--- src/rtl/seg_capture.sv ---
// Seven-segment display scraper: debounces multiplexed segment/digit-enable samples into a 4-digit code frame.
// Optional define SEG_CAPTURE_DOT_EN adds per-digit decimal-point capture and the dot_out port.
module seg_capture #(
  parameter int unsigned STABLE_CNT = 3
) (
  input  logic        clk,
  input  logic        rst,
  input  logic        sample_en,
  input  logic [6:0]  seg_in,
  input  logic        dot_in,
  input  logic [3:0]  dig_sel,
  output logic [15:0] code_out,
  output logic        frame_valid,
  output logic        err_out
`ifdef SEG_CAPTURE_DOT_EN
  ,
  output logic [3:0]  dot_out
`endif
);

  typedef enum logic [1:0] {IDLE = 2'd0, TRACK = 2'd1} state_e;

  localparam logic [3:0] ACC_AT = 4'(STABLE_CNT - 1);

  state_e      state_q;
  logic [3:0]  cnt_q, cand_sel_q, mask_q;
  logic [6:0]  cand_seg_q;
  logic [15:0] shadow_q, code_q;
  logic        ferr_q, err_q, fv_q;

  // {invalid, code}
  function automatic logic [4:0] decode(input logic [6:0] p);
    case (p)
      7'h3F:   decode = {1'b0, 4'h0};
      7'h06:   decode = {1'b0, 4'h1};
      7'h5B:   decode = {1'b0, 4'h2};
      7'h4F:   decode = {1'b0, 4'h3};
      7'h66:   decode = {1'b0, 4'h4};
      7'h6D:   decode = {1'b0, 4'h5};
      7'h7D:   decode = {1'b0, 4'h6};
      7'h07:   decode = {1'b0, 4'h7};
      7'h7F:   decode = {1'b0, 4'h8};
      7'h6F:   decode = {1'b0, 4'h9};
      7'h40:   decode = {1'b0, 4'hE};
      7'h00:   decode = {1'b0, 4'hF};
      default: decode = {1'b1, 4'hF};
    endcase
  endfunction

  logic        onehot, multihot, match, accept, inv, publish, ferr_nx;
  logic [3:0]  code_dec, mask_nx;
  logic [15:0] shadow_nx;

`ifdef SEG_CAPTURE_DOT_EN
  logic       cand_dot_q;
  logic [3:0] shdot_q, dot_q, shdot_nx;
  assign match = ({cand_sel_q, cand_seg_q, cand_dot_q} == {dig_sel, seg_in, dot_in});
  assign dot_out = dot_q;
`else
  logic unused_dot;
  assign unused_dot = dot_in;
  assign match = ({cand_sel_q, cand_seg_q} == {dig_sel, seg_in});
`endif

  assign onehot   = (dig_sel != 4'd0) && ((dig_sel & (dig_sel - 4'd1)) == 4'd0);
  assign multihot = (dig_sel != 4'd0) && !onehot;
  assign {inv, code_dec} = decode(seg_in);
  // Exactly one sample per candidate run lands on ACC_AT, so re-acceptance can't repeat.
  assign accept  = sample_en && onehot && (state_q == TRACK) && match && (cnt_q == ACC_AT);
  assign mask_nx = mask_q | (accept ? dig_sel : 4'd0);
  assign ferr_nx = ferr_q | (sample_en && multihot) | (accept && inv);
  assign publish = (mask_nx == 4'hF);

  always_comb begin
    shadow_nx = shadow_q;
    for (int i = 0; i < 4; i++)
      if (accept && dig_sel[i]) shadow_nx[i*4 +: 4] = code_dec;
  end

`ifdef SEG_CAPTURE_DOT_EN
  assign shdot_nx = accept ? ((shdot_q & ~dig_sel) | (dot_in ? dig_sel : 4'd0)) : shdot_q;
`endif

  always_ff @(posedge clk) begin
    if (rst) begin
      state_q    <= IDLE;
      cnt_q      <= 4'd0;
      cand_sel_q <= 4'd0;
      cand_seg_q <= 7'd0;
      mask_q     <= 4'd0;
      shadow_q   <= 16'hFFFF;
      ferr_q     <= 1'b0;
      code_q     <= 16'hFFFF;
      err_q      <= 1'b0;
      fv_q       <= 1'b0;
`ifdef SEG_CAPTURE_DOT_EN
      cand_dot_q <= 1'b0;
      shdot_q    <= 4'd0;
      dot_q      <= 4'd0;
`endif
    end else begin
      fv_q     <= publish;
      shadow_q <= shadow_nx;
      mask_q   <= publish ? 4'd0 : mask_nx;
      ferr_q   <= publish ? 1'b0 : ferr_nx;
`ifdef SEG_CAPTURE_DOT_EN
      shdot_q  <= shdot_nx;
      if (publish) dot_q <= shdot_nx;
`endif
      if (publish) begin
        code_q <= shadow_nx;
        err_q  <= ferr_nx;
      end
      if (sample_en) begin
        if (!onehot) begin
          state_q    <= IDLE;
          cnt_q      <= 4'd0;
          cand_sel_q <= 4'd0;
          cand_seg_q <= 7'd0;
`ifdef SEG_CAPTURE_DOT_EN
          cand_dot_q <= 1'b0;
`endif
        end else if (state_q == TRACK && match) begin
          if (cnt_q != 4'd15) cnt_q <= cnt_q + 4'd1;
        end else begin
          state_q    <= TRACK;
          cnt_q      <= 4'd1;
          cand_sel_q <= dig_sel;
          cand_seg_q <= seg_in;
`ifdef SEG_CAPTURE_DOT_EN
          cand_dot_q <= dot_in;
`endif
        end
      end
    end
  end

  assign code_out    = code_q;
  assign frame_valid = fv_q;
  assign err_out     = err_q;

endmodule

--- config.mk ---
export PLATFORM = sky130hd
export DESIGN_NAME = seg_capture
export DESIGN_NICKNAME = d
export VERILOG_FILES = /design/src/rtl/seg_capture.sv
export SDC_FILE = /design/constraint.sdc
export NUM_CORES = 1
export LEC_CHECK = 0
export BUFFER_PORTS_ARGS = -buffer_cell sky130_fd_sc_hd__buf_2
export CORE_ASPECT_RATIO = 0.7
export CORE_UTILIZATION = 45
export DETAILED_ROUTE_END_ITERATION = 8
export HOLD_SLACK_MARGIN = 0.1
export SLEW_MARGIN = 20
export SYNTH_ARGS = -nofsm -noshare
export SYNTH_HDL_FRONTEND = slang
export SYNTH_SLANG_ARGS = --single-unit
--- constraint.sdc ---
create_clock -name clk -period 4.4 [get_ports clk]
set_input_delay 0.66 -clock clk [delete_from_list [all_inputs] [get_ports clk]]
set_output_delay 0.66 -clock clk [all_outputs]
set_load 0.02 [all_outputs]
Yosys cells after proc, flatten, opt, wreduce, memory -nomap -nowiden --
Index checks and enable logic that the tools add are counted.
Storage, ports and cells: bits in registers 56, input bits 15
Cells by class: add/subtract/negate cells 2, equality and inequality tests 18, muxes and demuxes 15, bitwise gates (word level) 4, reduce and logical (&&, ||, !) cells 20
Operator list (number):
- $pmux W5 S12 | 1
- $eq A7 B7 Y1 const B | 8
- $mux W4 | 10
- $eq A7 B3 Y1 const B | 2
- $mux W7 | 2
- $logic_and A1 B1 Y1 | 13
- $eq A11 B11 Y1 | 1
- $eq A7 B6 Y1 const B | 1
- $logic_not A7 Y1 | 1
- $add A4 B1 Y4 const B | 1
- $and A4 B4 Y4 | 1
- $eq A4 B2 Y1 const B | 1
- $eq A4 B4 Y1 const B | 1
- $logic_not A4 Y1 | 1
- $mux W2 | 2
- $ne A4 B4 Y1 const B | 1
- $or A4 B4 Y4 | 1
- $reduce_and A2 Y1 | 2
- $reduce_bool A4 Y1 | 1
- $sub A4 B1 Y4 const B | 1
- $ne A3 B2 Y1 const B | 1
- $eq A2 B1 Y1 const B | 1
- $ne A2 B2 Y1 const B | 1
- $or A1 B1 Y1 | 2
- other kinds (2) | 2

Depth between registers and ports, before layout --
depth after elaboration 12, gate-level depth with buffers 9, mapped depth without buffers 8

Worst setup path after synthesis --
No wires, ideal clock.
path kind input-to-reg, start input port seg_in[5], end register code_q[13] (netlist: code_out[13]), arrival 2.825 ns, required time 4.279 ns, setup slack 1.455 ns, stages on the path 9, buffers on the path 3, cell sequence clkbuf_1 > xnor2_1 > nand4_1 > nor4_4 > buf_2 > a31oi_4 > nor4_4 > buf_6 > mux2_2
Between the ends: cells in the longest elaborated chain, start to end 6, elaborated cells between the ends (all ways) 21
Ends and longest elaborated chain:
- from (decl) | RTL line 9 | input logic [6:0] seg_in,
- $eq A11 B11 Y1 | RTL line 62 | assign match = ({cand_sel_q, cand_seg_q} == {dig_sel, seg_in});
- $logic_and A1 B1 Y1 (2 in a row) | RTL line 69 | assign accept = sample_en && onehot && (state_q == TRACK) && match && (cnt_q == ACC_AT);
- $mux W4 | RTL line 70 | assign mask_nx = mask_q | (accept ? dig_sel : 4'd0);
- $or A4 B4 Y4 | RTL line 70
- $eq A4 B4 Y1 | RTL line 72 | assign publish = (mask_nx == 4'hF);
- to (signal assigned) | RTL line 111 | code_q <= shadow_nx;
- to (decl) | RTL line 28 | logic [15:0] shadow_q, code_q;
Several ways; a longest one is shown, not always the timed one. A chain may end at the register's enable or synchronous reset.

Final worst setup path --
start input port dig_sel[2], end register code_q[10] (netlist: code_out[10])
Between the ends: cells in the longest elaborated chain, start to end 11, elaborated cells between the ends (all ways) 15
Ends and longest elaborated chain:
- from (decl) | RTL line 11 | input logic [3:0] dig_sel,
- $sub A4 B1 Y4 | RTL line 65 | assign onehot = (dig_sel != 4'd0) && ((dig_sel & (dig_sel - 4'd1)) == 4'd0);
- $and A4 B4 Y4 | RTL line 65
- $logic_not A4 Y1 | RTL line 65
- $logic_and A1 B1 Y1 | RTL line 65
- $logic_and A1 B1 Y1 (4 in a row) | RTL line 69
- $mux W4 | RTL line 70
- $or A4 B4 Y4 | RTL line 70
- $eq A4 B4 Y1 | RTL line 72
Several ways; a longest one is shown, not always the timed one.

==> results.ini <==
[outcome]
status=complete, no violations

[timing]
worst-slew-pin-transition_ps=901.0
worst_slack_ps=1224
final-setup-viol-count=0
drv_slew=0
hold_viol_final=0
max_freq_mhz=314.9
final.setup_skew_ps=9.138
period_share=0.7217
relSlewSlack=0.3948
tns_ps=0
rsz0062_at_grt=no
period_needed_ps=3176

[logic_synthesis]
yosysSeqAreaShare=0.4153
synth_largest_area_cell=dfxtp_1
syn-cell-area_mm2=0.002651
synth_area_leaders=dfxtp_1 (42%), mux2i_1 (4.9%), xnor2_1 (4.3%), nor2_1 (3.7%), a22o_1 (3.6%)
yosysWarnings=0
async_flop_share=0
syn_area_per_cell_um2=9.537
synth_edf_count=0
synth_top_area_frac=0.4153
synth_flop_cell=dfxtp_1
postSynthCellCount=278
synth.distinct_cells=52
synthesis.nets=295
synth_seq_cells=55

[clock_network]
clk_path_buf_depth=2
clk_pin_slew_ps=100
cts_root_buf=clkbuf_8
clk_latency_ps=310
cts_tree=yes
postCtsHoldBufs=0
htreeDepth=2
cts_resized=0
cts_setup_buffers=0
cts.sinks=55
numCtsBuffers=5

[drt]
ant_nets=0
drt_iter0_drc=121
wl_met3_um=272
drc_errors=0
routed_wl_um=5829
num_vias=2079
maxUsedRoutingLayer=met4
met1_length_um=3271
wl_met2_um=2241
via_per_inst=5.589
avgRoutedWirePerCell_um=15.67
firstDrtPassIters=4

[place]
dpl_cell_area_mm2=0.002844
dp_hpwl_um=4058
portBuffers=31
detailedPlace.worstSlack_ps=906.1
gp_congestion=0.7866

[setup_path]
critPathCaptureType=flip-flop
start_kind=input pin
cp_data_required_time_ps=4570
arrival_ps=3340
crit_fanout=12
path_class=in2reg

[global_routing]
grt-ovfl-total=0
grt_pass1_vias=1910
grt_pass1_wl_um=9591
grt.total_usage=0.2010
antenna_found_initial=0
grt_max_degree=34

[pwr]
ir_worst_vdd_uv=135.3
power.leakage_nw=1.042
power.density_mw_per_mm2=297.3

[die]
ios=33
die_h_um=66.22
die_w_um=93.75
die-area_mm2=0.006208
placementRows=22
start_util=0.4865
core_area_mm2=0.005450

[job]
drv_cap=0

[layout]
syn_to_final_growth_pct=11.00
drive_above_1_share=0.2233
fin_nets=316
antenna_cells=0
postLayoutCoreUtil=0.5399
final_area_mm2=0.002943

[worst_hold_path]
hp-class=reg2reg

[routing by layer]
metal	GRT usage	vias up
met2	0.2828	61
li1	-	1054
met5	0	-
met1	0.3068	960
met4	0.05192	0
met3	0.03793	4
[power breakdown]
| part | leakage [nW] | internal (mW) | switching [mW] | total (mW) |
|---|---|---|---|---|
| Combinational | 0.549 | 0.0249 | 0.0466 | 0.0714 |
| Sequential | 0.445 | 0.502 | 0.00358 | 0.506 |
| Clock | 0.0474 | 0.129 | 0.169 | 0.298 |
| Total | 1.04 | 0.656 | 0.219 | 0.875 |
[synth_stat cells, drive strengths merged, types with 2 or more instances]
master	count
clkbuf	16
a31oi	14
nor4	4
mux2	9
inv	10
o211a	2
nand3b	2
or2	5
a21oi	4
nand3	4
nand4	7
nor3	10
buf	8
o22ai	2
and2	2
or4	2
mux2i	13
ha	2
a22o	11
nor2	26
o21ai	3
nand4b	2
and3	3
dfxtp	55
or4b	2
nand2	14
or3	3
xnor2	13
o41a	8
nor4b	2
o211ai	5
[kinds of logic after synthesis]
family          synth area share
fa+ha+maj               0.009437
buf+inv                  0.05380
xor+xnor                 0.04625
flops                     0.4153
mux                      0.08730
simple gates              0.2020
compound gates            0.1859
[through the flow]
stage	std cells	hold slack [ps]	total power, mW
floorplan	278	438.3	0.5704
global placement	364	454.5	0.5877
detailed placement	364	457.6	0.5881
CTS	372	483.7	0.8850
global route	372	515.0	0.9121
finish	372	481.6	0.8750
[flip-flops by register name, summed over array words and instances, names as in the netlist]
| register | cells |
|---|---|
| code_out | 16 |
| cand_sel_q | 4 |
| cnt_q | 4 |
| err_out | 1 |
| state_q | 1 |
| shadow_q | 16 |
| mask_q | 4 |
| cand_seg_q | 7 |
| frame_valid | 1 |
| ferr_q | 1 |
[critical path, cell delays in order]
cell      delay [ps]
buf_2            190
nor4b_2          300
a211oi_2         130
nor4_4           310
buf_4            210
a31oi_2          260
nor4_4           880
buf_4            290
a31oi_1           90
[placed cells by master, fill, tap and decap left out, types with 3 or more instances in the layout]
cell type / instances
a22o_1: 11
nand3_1: 4
mux2_2: 6
o21ai_1: 3
nand2_1: 14
buf_4: 7
mux2_1: 3
a31oi_2: 3
clkbuf_8: 6
buf_2: 31
a21oi_1: 4
a31oi_1: 10
o41a_1: 8
mux2i_1: 13
dfxtp_1: 55
nor3_1: 10
or2_2: 5
o211ai_1: 5
nand4_1: 7
and3_1: 3
inv_1: 10
or3_1: 3
nor2_1: 26
xnor2_1: 13
[final cells by class]
type,instances,area [µm²]
fillers,502,2507
well taps,72,90.09
flip-flops and latches,55,1101
clock buffers,6,82.58
clock inverters,2,16.27
multi-input cells,189,1408
inverters,10,37.54
repair buffers,38,207.7
[final timing paths]
| kind | slack (ps) | start | endpoint | depth (start not counted) |
|---|---|---|---|---|
| max | 1220 | dig_sel[2] | code_out[10] | 9 |
| max reg2reg | 1450 | cand_seg_q[1] | code_out[10] | 8 |
| min reg2reg | 480 | shadow_q[2] | shadow_q[2] | 2 |
| min | 480 | shadow_q[2] | shadow_q[2] | 2 |
Note: power is estimated with default switching activity, not from simulation.
